### config.mk
export PLATFORM = sky130hd
export DESIGN_NAME = div_share_arbiter
export DESIGN_NICKNAME = d
export VERILOG_FILES = /design/src/rtl/div_share_arbiter.sv
export SDC_FILE = /design/constraint.sdc
export NUM_CORES = 1
export LEC_CHECK = 0
export CORE_AREA = 8 8 178 180
export DETAILED_ROUTE_END_ITERATION = 10
export DIE_AREA = 0 0 186 188
export GPL_TIMING_DRIVEN = 0
export SLEW_MARGIN = 20
export SYNTH_ARGS = -nofsm -noshare
export SYNTH_HDL_FRONTEND = slang
export SYNTH_SLANG_ARGS = --single-unit
### constraint.sdc
create_clock -name clk -period 5.45 [get_ports clk]
set_clock_uncertainty 0.05 [all_clocks]
set_input_delay 1.635 -clock clk [delete_from_list [all_inputs] [get_ports clk]]
set_output_delay 1.635 -clock clk [all_outputs]
set_load 0.01 [all_outputs]
### src/rtl/div_share_arbiter.sv
// Round-robin arbiter sharing one iterative divider core among NREQ requesters.
// Optional DIV_ARB_ZERO_BYPASS_EN: zero divisors are answered locally without starting the core.
module div_share_arbiter #(
  parameter int NREQ = 4,
  parameter int W    = 32
) (
  input  logic              clk,
  input  logic              reset,
  input  logic [NREQ-1:0]   req_valid,
  output logic [NREQ-1:0]   req_ready,
  input  logic [NREQ*W-1:0] req_dividend,
  input  logic [NREQ*W-1:0] req_divisor,
  output logic [NREQ-1:0]   resp_valid,
  input  logic [NREQ-1:0]   resp_ready,
  output logic [W-1:0]      resp_quotient,
  output logic [W-1:0]      resp_remainder,
  output logic              resp_dz,
  output logic              div_start,
  output logic [W-1:0]      div_dividend,
  output logic [W-1:0]      div_divisor,
  input  logic [W-1:0]      div_quotient,
  input  logic [W-1:0]      div_remainder,
  input  logic              div_done
);
  localparam int IW = (NREQ > 1) ? $clog2(NREQ) : 1;

  typedef enum logic [1:0] {IDLE, ISSUE, WAIT, RESP} state_e;

  state_e        state_q, state_d;
  logic [IW-1:0] rr_ptr_q, rr_ptr_d;
  logic [IW-1:0] grant_q, grant_d, grant_c;
  logic          any_valid;
  logic [W-1:0]  opa_q, opa_d, opb_q, opb_d;
  logic [W-1:0]  quot_q, quot_d, rem_q, rem_d;
`ifdef DIV_ARB_ZERO_BYPASS_EN
  logic          dz_q, dz_d;
`endif

  // Priority search starting at rr_ptr; descending k so the closest valid wins.
  always_comb begin
    int idx;
    idx       = 0;
    grant_c   = rr_ptr_q;
    any_valid = 1'b0;
    for (int k = NREQ-1; k >= 0; k--) begin
      idx = int'(rr_ptr_q) + k;
      if (idx >= NREQ) idx = idx - NREQ;
      if (req_valid[idx]) begin
        grant_c   = IW'(idx);
        any_valid = 1'b1;
      end
    end
  end

  always_comb begin
    state_d    = state_q;
    rr_ptr_d   = rr_ptr_q;
    grant_d    = grant_q;
    opa_d      = opa_q;
    opb_d      = opb_q;
    quot_d     = quot_q;
    rem_d      = rem_q;
`ifdef DIV_ARB_ZERO_BYPASS_EN
    dz_d       = dz_q;
`endif
    req_ready  = '0;
    resp_valid = '0;
    div_start  = 1'b0;
    case (state_q)
      IDLE: begin
        if (any_valid) begin
          req_ready[grant_c] = 1'b1;
          grant_d = grant_c;
          opa_d   = req_dividend[int'(grant_c)*W +: W];
          opb_d   = req_divisor[int'(grant_c)*W +: W];
`ifdef DIV_ARB_ZERO_BYPASS_EN
          dz_d    = 1'b0;
`endif
          state_d = ISSUE;
        end
      end
      ISSUE: begin
`ifdef DIV_ARB_ZERO_BYPASS_EN
        if (opb_q == '0) begin
          quot_d  = '1;
          rem_d   = opa_q;
          dz_d    = 1'b1;
          state_d = RESP;
        end else begin
          div_start = 1'b1;
          state_d   = WAIT;
        end
`else
        div_start = 1'b1;
        state_d   = WAIT;
`endif
      end
      WAIT: begin
        if (div_done) begin
          quot_d  = div_quotient;
          rem_d   = div_remainder;
          state_d = RESP;
        end
      end
      RESP: begin
        resp_valid[grant_q] = 1'b1;
        if (resp_ready[grant_q]) begin
          rr_ptr_d = (grant_q == IW'(NREQ-1)) ? '0 : grant_q + 1'b1;
          state_d  = IDLE;
        end
      end
      default: state_d = IDLE;
    endcase
  end

  always_ff @(posedge clk or posedge reset) begin
    if (reset) begin
      state_q  <= IDLE;
      rr_ptr_q <= '0;
      grant_q  <= '0;
      opa_q    <= '0;
      opb_q    <= '0;
      quot_q   <= '0;
      rem_q    <= '0;
`ifdef DIV_ARB_ZERO_BYPASS_EN
      dz_q     <= 1'b0;
`endif
    end else begin
      state_q  <= state_d;
      rr_ptr_q <= rr_ptr_d;
      grant_q  <= grant_d;
      opa_q    <= opa_d;
      opb_q    <= opb_d;
      quot_q   <= quot_d;
      rem_q    <= rem_d;
`ifdef DIV_ARB_ZERO_BYPASS_EN
      dz_q     <= dz_d;
`endif
    end
  end

  assign div_dividend   = opa_q;
  assign div_divisor    = opb_q;
  assign resp_quotient  = quot_q;
  assign resp_remainder = rem_q;
`ifdef DIV_ARB_ZERO_BYPASS_EN
  assign resp_dz        = dz_q;
`else
  assign resp_dz        = 1'b0;
`endif

endmodule

Yosys cells after proc, flatten, opt, wreduce, memory -nomap -nowiden
Cells that the tools add are included.

Output and inout bits: 138. Flip-flop bits (word level): 134. Logic and storage cells: 82.

Shift operators: 2. Mux-type cells: 39. Reduce and logical (&&, ||, !) cells: 7. Eq/ne operators: 7. Order comparisons: 12. $add $sub $neg: 8.

Operators by type and width (count): 128-bit by 8-bit variable part select with 32-bit output (2); 32-bit by 4-bit < comparator with 1-bit output, second input constant (4); 32-bit two-way mux (4); 1-bit two-way mux (16); 2-bit two-way mux (8); 4-bit two-way mux (3); 3-bit by 3-bit subtractor with 4-bit output, second input constant (3); 1-bit binary-select mux with 2-bit select (5); 3-bit greater-or-equal comparator, second input constant (3); 2-bit one-hot mux with 4 select lines (1); 2-bit by 2-bit adder with 3-bit output, second input constant (2); 2-bit equality test, second input constant (3); 2-bit by 3-bit < comparator with 1-bit output, second input constant (2); 2-bit != test, second input constant (3); 2-bit AND reduction (3); 1-bit demux with 2-bit select (2); 2-bit by 1-bit greater-or-equal comparator with 1-bit output, second input constant (2); 2-bit by 3-bit subtractor with 4-bit output, second input constant (1); 2-bit by 1-bit adder with 3-bit output, second input constant (1); 2-bit by 3-bit greater-or-equal comparator with 1-bit output, second input constant (1); 3-bit AND reduction (1); 2-bit by 1-bit adder with 2-bit output, second input constant (1); 2-bit by 1-bit equality test with 1-bit output, second input constant (1); 1-bit logical AND (2); 2-bit logical NOT (1).

Logic depth before layout (Yosys ltp)
Gate-level depths: netlist of run 1.

Depth after elaboration: 16. Depth in mapped cells: 8. Gate-level depth less buffers: 6.

Least setup slack after synthesis of run 1
No wires, ideal clock.

Path type: input -> output. Start: input port req_valid[2]. End: output port req_ready[0]. Data arrival time: 2.693 ns. Buffers on the path: 1. Cell stages on the path: 4. Required time: 3.765 ns. Slack: 1.072 ns. Cells stage by stage: o41ai_2 > nand2b_1 > clkbuf_1 > nor2_1.

Word-level cells in the longest chain between the ends: 13. Elaborated cells on any way between the ends: 27.

RTL lines: start, declared (RTL line 9) `input logic [NREQ-1:0] req_valid,`; 1-bit binary-select mux with 2-bit select (RTL line 48) `if (req_valid[idx]) begin`; 1-bit two-way mux (not written as such) (2 in series) (RTL line 48); 2-bit two-way mux (4 in series) (RTL line 48); 2-bit by 3-bit < comparator with 1-bit output (not written as such) or 2-bit by 1-bit greater-or-equal comparator with 1-bit output (tied branches) (RTL line 72) `req_ready[grant_c] = 1'b1;`; 1-bit logical AND (not written as such) (RTL line 72); 1-bit two-way mux (not written as such) (RTL line 72); 1-bit demux with 2-bit select (RTL line 72); 4-bit two-way mux * (RTL line 71) `if (any_valid) begin`; 4-bit two-way mux * (RTL line 69) `case (state_q)`; end, declared (RTL line 10) `output logic [NREQ-1:0] req_ready,`.

Every way passes the cells marked *; elsewhere a longest branch is shown, timed or not. The select of a mux whose other input is x is not followed.

Final worst setup path of run 1
Start: input port req_valid[3]. End: output port req_ready[3].

Same word-level chain as after synthesis.

==> flow_metrics.tcl, run 1 <==
set metrics [dict create \
    routed.top_layer "met4" \
    grt_pass1_vias 7381 \
    powerDensity_nw_per_um2 505 \
    grt_pass1_wl_mm 47.5 \
    slew-limit-headroom_pct 53.1 \
    clk_pin_slew_ps 60 \
    numPortBuffers 467 \
    m1WireLength_mm 12.0 \
    post-route-period-util_pct 96.3 \
    cp_slowest_cell "clkdlybuf4s50_1" \
    synthDistinctLibCells 30 \
    ys_dominant_reg_cell "dfrtp_1" \
    worst_slew_pin_slew_ps 703 \
    maxCapViolations 0 \
    overflow 0 \
    htree_levels 4 \
    synthesis.area_sq_um 6990 \
    core.rowCount 63 \
    dr_total_vias 6499 \
    wl_met3_mm 4.01 \
    final_util_pct 44.2 \
    core_area_sq_um 29000 \
    cp.arrival_ps 3560 \
    area_growth_pct 83.4 \
    required_ps 3760 \
    die_x_um 186 \
    grt_max_degree 69 \
    ir_worst_vdd_mv 0.265 \
    drive_gt1_share_pct 15.6 \
    cp-start-kind "primary input" \
    hold_path_class "reg -> reg" \
    post-dp-hpwl_mm 25.9 \
    final_max_slew_viol_count 0 \
    max_stage_delay_ps 570 \
    outcome "completed" \
    ys_seq_elements 134 \
    gr-usage-all-layers_pct 18.1 \
    drt_pass1_iterations 5 \
    viasPerCell 4.49 \
    wl_per_cell_um 22.5 \
    end_kind "output pin" \
    cts_root_buffer "clkbuf_16" \
    antenna_left 0 \
    crit_chain "dlygate4sd2_1, inv_1, a31oi_1, o2bb2ai_4, buf_8, inv_1, nor2_1, clkdlybuf4s50_1" \
    gp_congestion 0.813 \
    dr_wl_met2_mm 16.2 \
    power.total_mw 6.48 \
    synth_nets 896 \
    syn_area_per_cell_sq_um 12.6 \
    cts_tree "built" \
    dieArea_sq_um 35000 \
    syn_inst 557 \
    fmax_ghz 0.190 \
    cts_sinks 134 \
    antenna_found_initial 1 \
    synth_edf_count 0 \
    clock_latency_ps 420 \
    num_io_pins 469 \
    async_reset_ff_share_pct 100 \
    drc 0 \
    die_h_um 188 \
    initial_utilization_pct 24.1 \
    routed_wl_mm 32.6 \
    fin_crit_ps 5250 \
    finalSetupViolCount 0 \
    ys_seq_area_share_pct 47.9 \
    crit_top_cell "inv_1" \
    finalHoldViolCount 0 \
    fin_nets 1384 \
    drtIter0Drc 263 \
    cp_max_fo 10 \
    setup_tns_ps 0 \
    cts_made_buffers 17 \
    yosys_warnings 0 \
    clockBufferDepth 2 \
    rsz0062_at_grt "no" \
    p_leak_nw 5.38 \
    criticalPathCategory "in -> out" \
]
[report_power, final]
group          internal, mW  switching (mW)
clock network         0.617           0.562
registers              1.50           0.271
logic                  1.91            1.62
total                  4.02            2.45
[registers in the layout (all words and copies together) (netlist names)]
signal,cells
state_q,2
div_dividend,32
rr_ptr_q,2
grant_q,2
resp_remainder,32
resp_quotient,32
div_divisor,32
[repair_timing]
action	in CTS	in global routing
hold buffers	0	0
setup endpoints to repair	4	3
gates cloned	0	0
buffers inserted	2	0
gates resized for setup	13	2
pin swaps	1	0
[layer usage]
layer	vias to the layer above	track usage, %
met5	-	0
met4	0	3.79
met3	18	8.84
met2	327	31.5
met1	3109	19.6
li1	3045	-
[path summary, 6_finish.rpt]
path | startpoint | to | slack [ps] | cells past startpoint
worst min register to register | div_divisor[6] | div_divisor[6] | 440 | 2
worst min-delay path | div_divisor[6] | div_divisor[6] | 440 | 2
min in group asynchronous | reset | resp_remainder[27] | 1630 | 2
worst max-delay path | req_valid[3] | req_ready[3] | 200 | 8
max in group asynchronous | reset | div_divisor[23] | 2980 | 3
worst max register to register | state_q[0] | resp_quotient[5] | 3200 | 5
[layout by cell type, fill, tap and decap left out, drive strengths merged, types with 4 or more instances in the layout]
cell type | Yosys | routed
mux2 | 66 | 66
mux2i | 128 | 128
nor2 | 7 | 7
clkbuf | 15 | 31
dfrtp | 134 | 134
o221ai | 65 | 65
clkdlybuf4s50 | 0 | 462
a21oi | 4 | 4
buf | 28 | 31
dlygate4sd2 | 0 | 4
and2 | 4 | 4
ha | 8 | 8
nand2 | 71 | 71
inv | 11 | 23
[worst max-delay path: cells and delay by family]
| family | cells | cell delay, ps |
|---|---|---|
| compound gates | 2 | 490 |
| buf+inv | 5 | 1320 |
| simple gates | 1 | 110 |
[metrics by stage]
stage	cells	instance area (sq um)	hold slack [ps]	setup slack (ps)
after floorplan	557	6990	441	182
after global placement	1414	12200	418	-2290
after detailed placement	1415	12200	422	-902
after CTS	1448	12800	439	18.4
after global routing	1449	12800	459	58.2
final	1449	12800	436	200
[cells by family (layout without fill, tap and decap cells)]
| family | count (synthesis) | after routing | synth area share, % |
|---|---|---|---|
| AOI/OAI and AO/OA | 77 | 77 | 12.1 |
| adders and majority gates | 8 | 8 | 1.43 |
| buffers and inverters | 54 | 555 | 4.17 |
| DFF | 134 | 134 | 47.9 |
| muxes | 195 | 195 | 29.3 |
| other | 1 | 2 | 0.0536 |
| and+or+nand+nor | 88 | 88 | 5.04 |
[Yosys cell counts, drive strengths merged, types with 2 or more instances]
master | count | area (sq um)
a21oi | 4 | 20.0
nor3 | 2 | 10.0
mux2 | 66 | 743
nor2 | 7 | 26.3
inv | 11 | 41.3
and2 | 4 | 25.0
mux2i | 128 | 1280
dfrtp | 134 | 3350
o221ai | 65 | 757
buf | 28 | 186
clkbuf | 15 | 63.8
ha | 8 | 100
nor2b | 2 | 12.5
o21ai | 3 | 15.0
nand2 | 71 | 267
[final cells by class]
type                       count  area (sq um)
fill                        2799         16200
timing repair buffer         470          4710
multi-input combinational    369          3380
sequential                   134          3350
tap                          390           488
clock buffer                  17           425
buffer                        42           262
clock inverter                15           155
inverter                      11          48.8
antenna                        1          2.50
No activity file was read; power rests on OpenSTA's default activity.
==> run 2, diff against run 1 <==
Settings changed: HOLD_SLACK_MARGIN set to 0.02.
==> results of run 2 <==
Final layout, timing and power as in run 1 (identical DEF).
==> run 3, diff against run 2 <==
Settings changed: CTS_CLUSTER_DIAMETER set to 150.
==> results of run 3 <==
Final layout, timing and power as in run 1 (identical DEF).
